## src/rtl/ntt_ctrl.sv

```systemverilog
// ntt_ctrl: address/zeta sequencer for a 7-layer in-place forward Kyber NTT.
// Issues one butterfly per cycle and delays the read addresses through a
// shift register so ntt_cal results are written back to the same locations.
module ntt_ctrl #(
  parameter int unsigned CAL_LAT = 3
) (
  input  logic               clk,
  input  logic               rst,
  input  logic               start,
  output logic               busy,
  output logic               done,
  output logic               rd_en,
  output logic [7:0]         rd_addr_a,
  output logic [7:0]         rd_addr_b,
  input  logic signed [15:0] rd_data_a,
  input  logic signed [15:0] rd_data_b,
  output logic [6:0]         zeta_idx,
  input  logic signed [15:0] zeta_data,
  output logic               cal_set,
  output logic signed [15:0] cal_f1,
  output logic signed [15:0] cal_f2,
  output logic signed [15:0] cal_zeta,
  input  logic signed [15:0] cal_r1,
  input  logic signed [15:0] cal_r2,
  output logic               wr_en,
  output logic [7:0]         wr_addr_a,
  output logic [7:0]         wr_addr_b,
  output logic signed [15:0] wr_data_a,
  output logic signed [15:0] wr_data_b
);

  localparam int unsigned AW    = 8;
  localparam int unsigned LW    = 3;
  localparam int unsigned IW    = 7;
  localparam int unsigned ZW    = 7;
  localparam int unsigned PIPE  = CAL_LAT + 1;
  localparam int unsigned CNT_W = (CAL_LAT < 1) ? 1 : $clog2(CAL_LAT + 1);

  typedef enum logic [1:0] {IDLE, ISSUE, DRAIN, DONE} state_t;

  typedef struct packed {
    logic          vld;
    logic [AW-1:0] a;
    logic [AW-1:0] b;
  } wb_t;

  state_t           state, state_nxt;
  logic [LW-1:0]    l, l_nxt;
  logic [IW-1:0]    i, i_nxt;
  logic [CNT_W-1:0] drain, drain_nxt;
  logic             issue_nxt;
  logic [AW-1:0]    len, mask, i_ext, addr_a_nxt, addr_b_nxt;
  logic [ZW-1:0]    zeta_nxt;
  wb_t              sr [PIPE];

  // Next-state and layer/butterfly/drain counter update
  always_comb begin
    state_nxt = state;
    l_nxt     = l;
    i_nxt     = i;
    drain_nxt = drain;
    case (state)
      IDLE: begin
        if (start) begin
          state_nxt = ISSUE;
          l_nxt     = '0;
          i_nxt     = '0;
        end
      end
      ISSUE: begin
        i_nxt = i + IW'(1);
        if (i == IW'(127)) begin
          state_nxt = DRAIN;
          drain_nxt = CNT_W'(CAL_LAT);
        end
      end
      DRAIN: begin
        if (drain == '0) begin
          if (l == LW'(6)) begin
            state_nxt = DONE;
          end else begin
            state_nxt = ISSUE;
            l_nxt     = l + LW'(1);
            i_nxt     = '0;
          end
        end else begin
          drain_nxt = drain - CNT_W'(1);
        end
      end
      DONE:    state_nxt = IDLE;
      default: state_nxt = IDLE;
    endcase
  end

  // Butterfly addresses for the next issue: insert a zero at bit log2(len) of i
  always_comb begin
    issue_nxt  = (state_nxt == ISSUE);
    len        = AW'(8'd128 >> l_nxt);
    mask       = len - AW'(1);
    i_ext      = AW'(i_nxt);
    addr_a_nxt = ((i_ext & ~mask) << 1) | (i_ext & mask);
    addr_b_nxt = addr_a_nxt | len;
    zeta_nxt   = (ZW'(1) << l_nxt) + ZW'(i_nxt >> (LW'(7) - l_nxt));
  end

  // State and counter registers
  always_ff @(posedge clk) begin
    if (rst) begin
      state <= IDLE;
      l     <= '0;
      i     <= '0;
      drain <= '0;
    end else begin
      state <= state_nxt;
      l     <= l_nxt;
      i     <= i_nxt;
      drain <= drain_nxt;
    end
  end

  // Registered issue strobe, addresses and status
  always_ff @(posedge clk) begin
    if (rst) begin
      rd_en     <= 1'b0;
      rd_addr_a <= '0;
      rd_addr_b <= '0;
      zeta_idx  <= '0;
      busy      <= 1'b0;
      done      <= 1'b0;
    end else begin
      rd_en     <= issue_nxt;
      rd_addr_a <= issue_nxt ? addr_a_nxt : '0;
      rd_addr_b <= issue_nxt ? addr_b_nxt : '0;
      zeta_idx  <= issue_nxt ? zeta_nxt : '0;
      busy      <= (state_nxt == ISSUE) || (state_nxt == DRAIN);
      done      <= (state_nxt == DONE);
    end
  end

  // Write-back shift register; reset drops any in-flight writes
  always_ff @(posedge clk) begin
    if (rst) begin
      for (int k = 0; k < int'(PIPE); k++) sr[k] <= '0;
    end else begin
      sr[0] <= {rd_en, rd_addr_a, rd_addr_b};
      for (int k = 1; k < int'(PIPE); k++) sr[k] <= sr[k-1];
    end
  end

  assign cal_set   = sr[0].vld;
  assign cal_f1    = rd_data_a;
  assign cal_f2    = rd_data_b;
  assign cal_zeta  = zeta_data;
  assign wr_en     = sr[PIPE-1].vld;
  assign wr_addr_a = sr[PIPE-1].a;
  assign wr_addr_b = sr[PIPE-1].b;
  assign wr_data_a = cal_r1;
  assign wr_data_b = cal_r2;

endmodule

```

## config.mk

```make
export PLATFORM = sky130hd
export DESIGN_NAME = ntt_ctrl
export DESIGN_NICKNAME = d
export VERILOG_FILES = /design/src/rtl/ntt_ctrl.sv
export SDC_FILE = /design/constraint.sdc
export NUM_CORES = 1
export LEC_CHECK = 0
export BUFFER_PORTS_ARGS = -buffer_cell sky130_fd_sc_hd__buf_2
export CAP_MARGIN = 20
export CORE_ASPECT_RATIO = 1.2
export CORE_UTILIZATION = 51
export CTS_BUF_LIST = sky130_fd_sc_hd__clkbuf_4 sky130_fd_sc_hd__clkbuf_8 sky130_fd_sc_hd__clkbuf_16
export DETAILED_ROUTE_END_ITERATION = 12
export GPL_TIMING_DRIVEN = 1
export PLACE_DENSITY = 0.86
export SYNTH_ARGS = -nofsm -noshare
export SYNTH_HDL_FRONTEND = slang
export SYNTH_SLANG_ARGS = --single-unit
```

## constraint.sdc

```tcl
create_clock -name clk -period 8.6 [get_ports clk]
set_input_delay 1.72 -clock clk [delete_from_list [all_inputs] [get_ports clk]]
set_output_delay 1.72 -clock clk [all_outputs]
set_load 0.01 [all_outputs]
```

==> results.rst, run 1 <==
.. list-table::
   :header-rows: 1

   * - Metric
     - Value
   * - Result of the run
     - completed
   * - Starting Density
     - 52.9%
   * - Register bit count reported by yosys
     - 108
   * - Crit path largest cell delay
     - 0.38 ns
   * - Data arrival time of the critical path
     - 4.64 ns
   * - Total of warnings raised by yosys
     - 0
   * - Minimum setup slack after placement
     - 3.86 ns
   * - Cell area after synthesis
     - 4550 um2
   * - Maxcap violations
     - 0
   * - Commonest non-fill, non-tap cells in the layout
     - sky130_fd_sc_hd__dfxtp_1, sky130_fd_sc_hd__nor2b_1, sky130_fd_sc_hd__buf_2, sky130_fd_sc_hd__nor2_1, sky130_fd_sc_hd__nand2_1
   * - Number of levels the H-tree was split into
     - 3
   * - Met2 layer wire length in the routed design
     - 4.49 mm
   * - Achievable Freq
     - 227 MHz
   * - IO Count
     - 207
   * - Period utilization
     - 51.1%
   * - Critical path type
     - in2reg
   * - Routed length on met1
     - 3.42 mm
   * - # rows
     - 37
   * - Maximum vdd drop
     - 109 uV
   * - Worst-Skew Late Latency
     - 0.38 ns
   * - Layout cell share with drive strength beyond 1
     - 16.6%
   * - Worst Slack Setup Final
     - 4.20 ns
   * - Number of I/O port buffers
     - 46
   * - Number of nets in the final layout
     - 537
   * - Crit path max fanout
     - 7
   * - Worst max-slew margin expressed relative to the limit
     - 39.3%
   * - Met3 routed WL
     - 1.42 mm
   * - Number of distinct standard cells referenced by the synthesized netlist
     - 52
   * - Vias in the first global route
     - 2858
   * - Clock Sinks
     - 108
   * - Vias per cell
     - 5.27
   * - Number of antenna violations at the first check in global routing
     - 0
   * - Count of hold-fix buffers inserted at cts
     - 0
   * - Critical path capture point type
     - flop
   * - Pwr Density
     - 185 nW/um2
   * - Residual DRC
     - 0
   * - Signed area change from the synthesized netlist to the final layout
     - -1.98%
   * - Syn Nets
     - 576
   * - TritonRoute pass-1 iters
     - 5
   * - Finished Cell Area
     - 4460 um2
   * - Core occupancy in the finished layout
     - 51.8%
   * - Asr flop ratio synth
     - 0%
   * - GRT overflow
     - 0
   * - Final number of max-transition violations
     - 0
   * - Placed Instance Area
     - 4270 um2
   * - Instance count of the mapped netlist
     - 480
   * - Count of buffers added by post-CTS timing repair for setup
     - 0
   * - Largest net degree at the start of global routing
     - 86
   * - Critical-path cell list
     - buf_2 -> nor3_1 -> o21ai_0 -> o21ai_1 -> nor2_1 -> a21oi_1 -> mux2i_1 -> a21oi_1 -> ha_1 -> inv_1 -> fa_1 -> nor2b_1 -> nor2_1 -> a211oi_1 -> o21ai_0 -> nor3b_2
   * - Top FF cell, synth
     - sky130_fd_sc_hd__dfxtp_1
   * - Global-route wire length before repair
     - 14.9 mm
   * - Most common cell after layout, fill and taps aside
     - sky130_fd_sc_hd__dfxtp_1
   * - Die extent in x
     - 88.3 um
   * - Overall die height
     - 106 um
   * - Required time at the endpoint of the critical path
     - 8.84 ns
   * - Leakage power total
     - 1.93 nW
   * - Clock period minus worst slack
     - 4.40 ns
   * - Detailed-route wire length per cell
     - 17.3 um
   * - Summed negative setup slack over all endpoints
     - 0 ns
   * - Worst clock skew
     - 0.00942 ns
   * - Max Buffers Root-to-Sink
     - 2
   * - Worst hold-check path type
     - reg2reg
   * - Mean area per synthesized cell
     - 9.49 um2
   * - Clock-pin slew reported for the worst setup and hold paths after clock tree synthesis
     - 0.10 ns
   * - Hold violation count in the final report
     - 0
   * - Core region area
     - 8610 um2
   * - Violation count after the first detailed-route iteration
     - 129
   * - WL final
     - 9.76 mm
   * - DP HPWL
     - 7.29 mm
   * - Fillers
     - 806
   * - Number of failing setup endpoints in the final timing report
     - 0
   * - Final weighted congestion in routability-driven placement
     - 0.850
   * - CTS-repair resized insts
     - 0
   * - Transition at the pin with the smallest max-transition slack
     - 0.911 ns
   * - Clock tree from TritonCTS
     - done
   * - Number of buffers added by the clock tree synthesis step
     - 9
   * - Number of enable-type register cells in the synthesized netlist
     - 0
   * - Unrepaired setup endpoints after global routing
     - no
   * - Buffer cell driving the clock tree root
     - sky130_fd_sc_hd__clkbuf_8
   * - Total vias in the final route
     - 2965
   * - Standard cell with the maximum stage delay on the critical path
     - sky130_fd_sc_hd__nor3_1
   * - Gr usage total
     - 22.1%
   * - # diodes
     - 0
   * - Worst setup SP type
     - input port
   * - Proportion of synthesized chip area in sequential cells
     - 47.5%
   * - ANT nets after route
     - 0
   * - Top Layer Used
     - met4
   * - Die area
     - 9310 um2
## state kept, by name (all words and copies together) (netlist names)
register	flops
busy	1
done	1
drain	2
i	7
l	3
rd_addr_a	8
rd_addr_b	8
rd_en	1
sr	68
state	2
zeta_idx	7
## kinds of logic after synthesis
logic type               count (synthesis)  share of synthesized area [%]
buffers and inverters                  110                           15.8
AND/OR/NAND/NOR                        175                           20.9
XOR/XNOR                                 3                          0.577
adder cells (fa/ha/maj)                 13                           3.74
AO/OA/AOI/OAI                           65                           10.1
multiplexers                             6                           1.35
flip-flops                             108                           47.5
## power breakdown
group	total, mW	internal, mW	leakage (nW)	switching (mW)
registers	0.508	0.505	0.873	0.00295
logic	0.0246	0.00731	0.963	0.0173
clock network	0.295	0.114	0.0912	0.180
## final timing paths
| path | start | end | slack [ns] | cells after the start |
|---|---|---|---|---|
| worst min register to register | sr[0][4] | sr[1][4] | 0.44 | 1 |
| worst max-delay path | start | zeta_idx[6] | 4.20 | 16 |
| worst min-delay path | sr[0][4] | sr[1][4] | 0.44 | 1 |
| worst max register to register | drain[0] | zeta_idx[5] | 4.81 | 17 |
## Yosys cell counts, types with 3 or more instances
library cell               instances  area [um2]
sky130_fd_sc_hd__a21o_1            4        30.0
sky130_fd_sc_hd__ha_1             12         150
sky130_fd_sc_hd__or3_1             3        18.8
sky130_fd_sc_hd__nand3_1           5        25.0
sky130_fd_sc_hd__a211oi_1          7        52.6
sky130_fd_sc_hd__o21a_1            5        37.5
sky130_fd_sc_hd__buf_4            81         608
sky130_fd_sc_hd__o22ai_1           3        18.8
sky130_fd_sc_hd__o21ai_1           4        20.0
sky130_fd_sc_hd__nor2b_1          75         469
sky130_fd_sc_hd__inv_1            12        45.0
sky130_fd_sc_hd__dfxtp_1         108        2160
sky130_fd_sc_hd__nor2_1           41         154
sky130_fd_sc_hd__and3_1            4        25.0
sky130_fd_sc_hd__nand2_1          22        82.6
sky130_fd_sc_hd__nor3_1           11        55.1
sky130_fd_sc_hd__o21ai_0           6        30.0
sky130_fd_sc_hd__clkbuf_1         14        52.6
sky130_fd_sc_hd__a21oi_1          17        85.1
sky130_fd_sc_hd__mux2i_1           5        50.1
## layer usage
metal	track usage, %	up-vias
li1	-	1419
met1	22.0	1358
met2	34.0	146
met3	13.0	42
met4	14.4	0
met5	2.42	-
## through the flow
stage | instances | power, mW | hold WS (ns)
3_3_place_gp | 547 | 0.543 | 0.415
4_1_cts | 563 | 0.838 | 0.445
2_1_floorplan | 480 | 0.575 | 0.414
5_1_grt | 563 | 0.860 | 0.458
3_5_place_dp | 547 | 0.544 | 0.422
6_report | 563 | 0.827 | 0.441
## cell type report
type	instances	area, um2	share of cell area [%]
flip-flops and latches	108	2160	48.4
multi-input cells	262	1670	37.5
repair buffers	48	245	5.49
well taps	117	146	3.28
clock buffers	10	131	2.94
clock inverters	6	60.1	1.35
inverters	12	45.0	1.01
## critical path, delay by kind of cell
kind / cells / cell delay, ns
buf+inv: 2 / 0.18
mux: 1 / 0.11
simple gates: 5 / 0.86
compound gates: 6 / 1.19
fa+ha+maj: 2 / 0.56
Note: power is estimated with default switching activity, not from simulation.
==> run 2: changes to the inputs <==
--- a/config.mk
+++ b/config.mk
@@ -8,11 +8,11 @@
 export BUFFER_PORTS_ARGS = -buffer_cell sky130_fd_sc_hd__buf_2
 export CAP_MARGIN = 20
 export CORE_ASPECT_RATIO = 1.2
-export CORE_UTILIZATION = 51
+export CORE_UTILIZATION = 42
 export CTS_BUF_LIST = sky130_fd_sc_hd__clkbuf_4 sky130_fd_sc_hd__clkbuf_8 sky130_fd_sc_hd__clkbuf_16
 export DETAILED_ROUTE_END_ITERATION = 12
 export GPL_TIMING_DRIVEN = 1
-export PLACE_DENSITY = 0.86
+export PLACE_DENSITY = 0.76
 export SYNTH_ARGS = -nofsm -noshare
 export SYNTH_HDL_FRONTEND = slang
 export SYNTH_SLANG_ARGS = --single-unit
==> constraint.sdc (replaced) <==
create_clock -name clk -period 3.6 [get_ports clk]
set_input_delay 0.72 -clock clk [delete_from_list [all_inputs] [get_ports clk]]
set_output_delay 0.72 -clock clk [all_outputs]
set_load 0.01 [all_outputs]
==> run 2 against run 1 <==
Net effect:
- die area increased by 21%
- routed wire length about the same
- combinational power increased to 2.7 times the previous value
- clock-buffer cell count decreased by 1
- clock skew decreased by 0.0026 ns
- sequential cell count unchanged
- worst hold slack got worse by 0.010 ns
- cell count increased by 5.9%
- first-iteration DRC count increased by 24%
- highest routed layer unchanged
==> results.rst, run 2 (synthesis gave the netlist of run 1 again) <==
.. list-table::
   :header-rows: 1

   * - Metric
     - Value
   * - Result of the run
     - completed
   * - Critical-path cell list
     - inv_1 -> ha_2 -> a21bo_4 -> o21a_1 -> or2_4 -> a2111oi_4 -> a21o_1 -> nor2_1 -> a31o_1 -> mux2_2 -> ha_1 -> a21o_1 -> a21o_1 -> nand2_1 -> a21oi_2 -> o21ai_1 -> nor3b_2
   * - WL final
     - 9.77 mm
   * - Met3 routed WL
     - 1.02 mm
   * - Leakage power total
     - 2.10 nW
   * - Clock period minus worst slack
     - 3.41 ns
   * - Critical path type
     - reg2reg
   * - Starting Density
     - 43.3%
   * - GRT overflow
     - 0
   * - Number of I/O port buffers
     - 46
   * - Pwr Density
     - 489 nW/um2
   * - Top Layer Used
     - met4
   * - Clock tree from TritonCTS
     - done
   * - Leading registers by flop count
     - sr: 68 flops, rd_addr_a: 8 flops, rd_addr_b: 8 flops
   * - Crit path largest cell delay
     - 0.35 ns
   * - Max FFs per register
     - 68
   * - Register bank with the most flops
     - sr
   * - Crit path max fanout
     - 6
   * - Violation count after the first detailed-route iteration
     - 160
   * - Achievable Freq
     - 293 MHz
   * - Worst-Skew Late Latency
     - 0.35 ns
   * - Critical path capture point type
     - flop
   * - Max Buffers Root-to-Sink
     - 2
   * - Worst setup SP type
     - flop
   * - Core region area
     - 10500 um2
   * - Total vias in the final route
     - 3015
   * - Number of nets in the final layout
     - 558
   * - Worst hold-check path type
     - reg2reg
   * - Worst clock skew
     - 0.00680 ns
   * - ANT nets after route
     - 0
   * - Residual DRC
     - 0
   * - Global-route wire length before repair
     - 14.6 mm
   * - Most common cell after layout, fill and taps aside
     - sky130_fd_sc_hd__dfxtp_1
   * - Die extent in x
     - 97.0 um
   * - IO Count
     - 207
   * - Layout cell share with drive strength beyond 1
     - 23.8%
   * - Routed length on met1
     - 3.87 mm
   * - Largest net degree at the start of global routing
     - 85
   * - Die area
     - 11300 um2
   * - TritonRoute pass-1 iters
     - 4
   * - Vias per cell
     - 5.06
   * - Clock Sinks
     - 108
   * - Transition at the pin with the smallest max-transition slack
     - 0.794 ns
   * - Summed negative setup slack over all endpoints
     - 0 ns
   * - Commonest non-fill, non-tap cells in the layout
     - sky130_fd_sc_hd__dfxtp_1, sky130_fd_sc_hd__nor2b_1, sky130_fd_sc_hd__buf_2, sky130_fd_sc_hd__nor2_1, sky130_fd_sc_hd__buf_4
   * - Number of failing setup endpoints in the final timing report
     - 0
   * - Fillers
     - 963
   * - Met2 layer wire length in the routed design
     - 4.51 mm
   * - Number of levels the H-tree was split into
     - 3
   * - Overall die height
     - 116 um
   * - Signed area change from the synthesized netlist to the final layout
     - 6.46%
   * - Standard cell with the maximum stage delay on the critical path
     - sky130_fd_sc_hd__dfxtp_4
   * - Vias in the first global route
     - 2756
   * - DP HPWL
     - 7.00 mm
   * - Period utilization
     - 94.7%
   * - Required time at the endpoint of the critical path
     - 3.87 ns
   * - Number of antenna violations at the first check in global routing
     - 0
   * - # diodes
     - 0
   * - Final number of max-transition violations
     - 0
   * - Gr usage total
     - 17.0%
   * - Maxcap violations
     - 0
   * - Detailed-route wire length per cell
     - 16.4 um
   * - Total power draw
     - 2.37 mW
   * - # rows
     - 41
   * - Number of buffers added by the clock tree synthesis step
     - 9
   * - Maximum vdd drop
     - 215 uV
   * - Buffer cell driving the clock tree root
     - sky130_fd_sc_hd__clkbuf_16
   * - Data arrival time of the critical path
     - 3.68 ns
   * - Hold violation count in the final report
     - 0
   * - Cell occurring most often along the worst timing path
     - sky130_fd_sc_hd__a21o_1
   * - Final weighted congestion in routability-driven placement
     - 0.887
   * - Clock-pin slew reported for the worst setup and hold paths after clock tree synthesis
     - 0.08 ns
   * - Count of hold-fix buffers inserted at cts
     - 0
   * - Worst max-slew margin expressed relative to the limit
     - 47.1%
-- run 2: cell count changes in the layout (fill, tap and decap cells not counted), moves of 2 or more --
cell                        before  now
sky130_fd_sc_hd__bufinv_16       0    2
sky130_fd_sc_hd__a211oi_2        0    2
sky130_fd_sc_hd__dfxtp_1       108  104
sky130_fd_sc_hd__buf_4           2   23
sky130_fd_sc_hd__clkbuf_16       0    9
sky130_fd_sc_hd__dfxtp_2         0    3
sky130_fd_sc_hd__ha_2            0    4
sky130_fd_sc_hd__a211oi_1        7    5
sky130_fd_sc_hd__ha_1           12    8
sky130_fd_sc_hd__clkbuf_8        9    0
-- run 2: stage by stage --
step | util [%] | cell area, um2 | setup slack [ns] | hold slack (ns) | instances
floorplan | - | 4550 | 0.240 | 0.414 | 480
global placement | 42.0 | 4410 | 0.113 | 0.416 | 576
detailed placement | 42.0 | 4410 | 0.0426 | 0.420 | 576
CTS | 45.2 | 4750 | 0.00908 | 0.433 | 592
global route | 46.1 | 4850 | -0.0231 | 0.449 | 596
finish | 46.1 | 4850 | 0.191 | 0.431 | 596
-- run 2: worst max-delay path: cells and delay by family, from the launching register on --
family,cells,cell delay (ns)
AOI/OAI and AO/OA,9,1.66
and+or+nand+nor,4,0.55
adders and majority gates,2,0.45
DFF,1,0.35
muxes,1,0.26
buffers and inverters,1,0.05
-- run 2: routing by layer --
layer / vias to the layer above / GRT usage, %
met4: 0 / 11.0
met2: 150 / 26.2
met1: 1367 / 18.2
met5: - / 2.56
met3: 43 / 8.75
li1: 1455 / -
-- run 2: final cells by class --
type                            instances  area (um2)  share of cell area (%)
Multi-Input combinational cell        262        1730                    35.6
Inverter                               12        45.0                   0.929
Clock buffer                            9         225                    4.65
Sequential cell                       108        2170                    44.8
Timing Repair Buffer                   69         403                    8.31
Clock inverter                          7         115                    2.37
Tap cell                              129         161                    3.33
-- run 2: where the power goes --
group | switching, mW | internal [mW] | leakage, nW
clock network | 0.467 | 0.628 | 0.163
logic | 0.0433 | 0.0224 | 1.06
registers | 0.00733 | 1.21 | 0.875
total | 0.517 | 1.86 | 2.10
-- run 2: worst paths after layout --
path | startpoint | endpoint | slack [ns] | cells after the start
worst max-delay path | l[0] | zeta_idx[5] | 0.19 | 17
worst min-delay path | sr[1][2] | sr[2][2] | 0.43 | 1
worst max register to register | l[0] | zeta_idx[5] | 0.19 | 17
worst min register to register | sr[1][2] | sr[2][2] | 0.43 | 1
-- run 2: what timing repair did --
| item | in CTS | in global routing |
|---|---|---|
| buffers inserted | 0 | 4 |
| resized for setup | 0 | 18 |
| setup endpoints to repair | 0 | 4 |
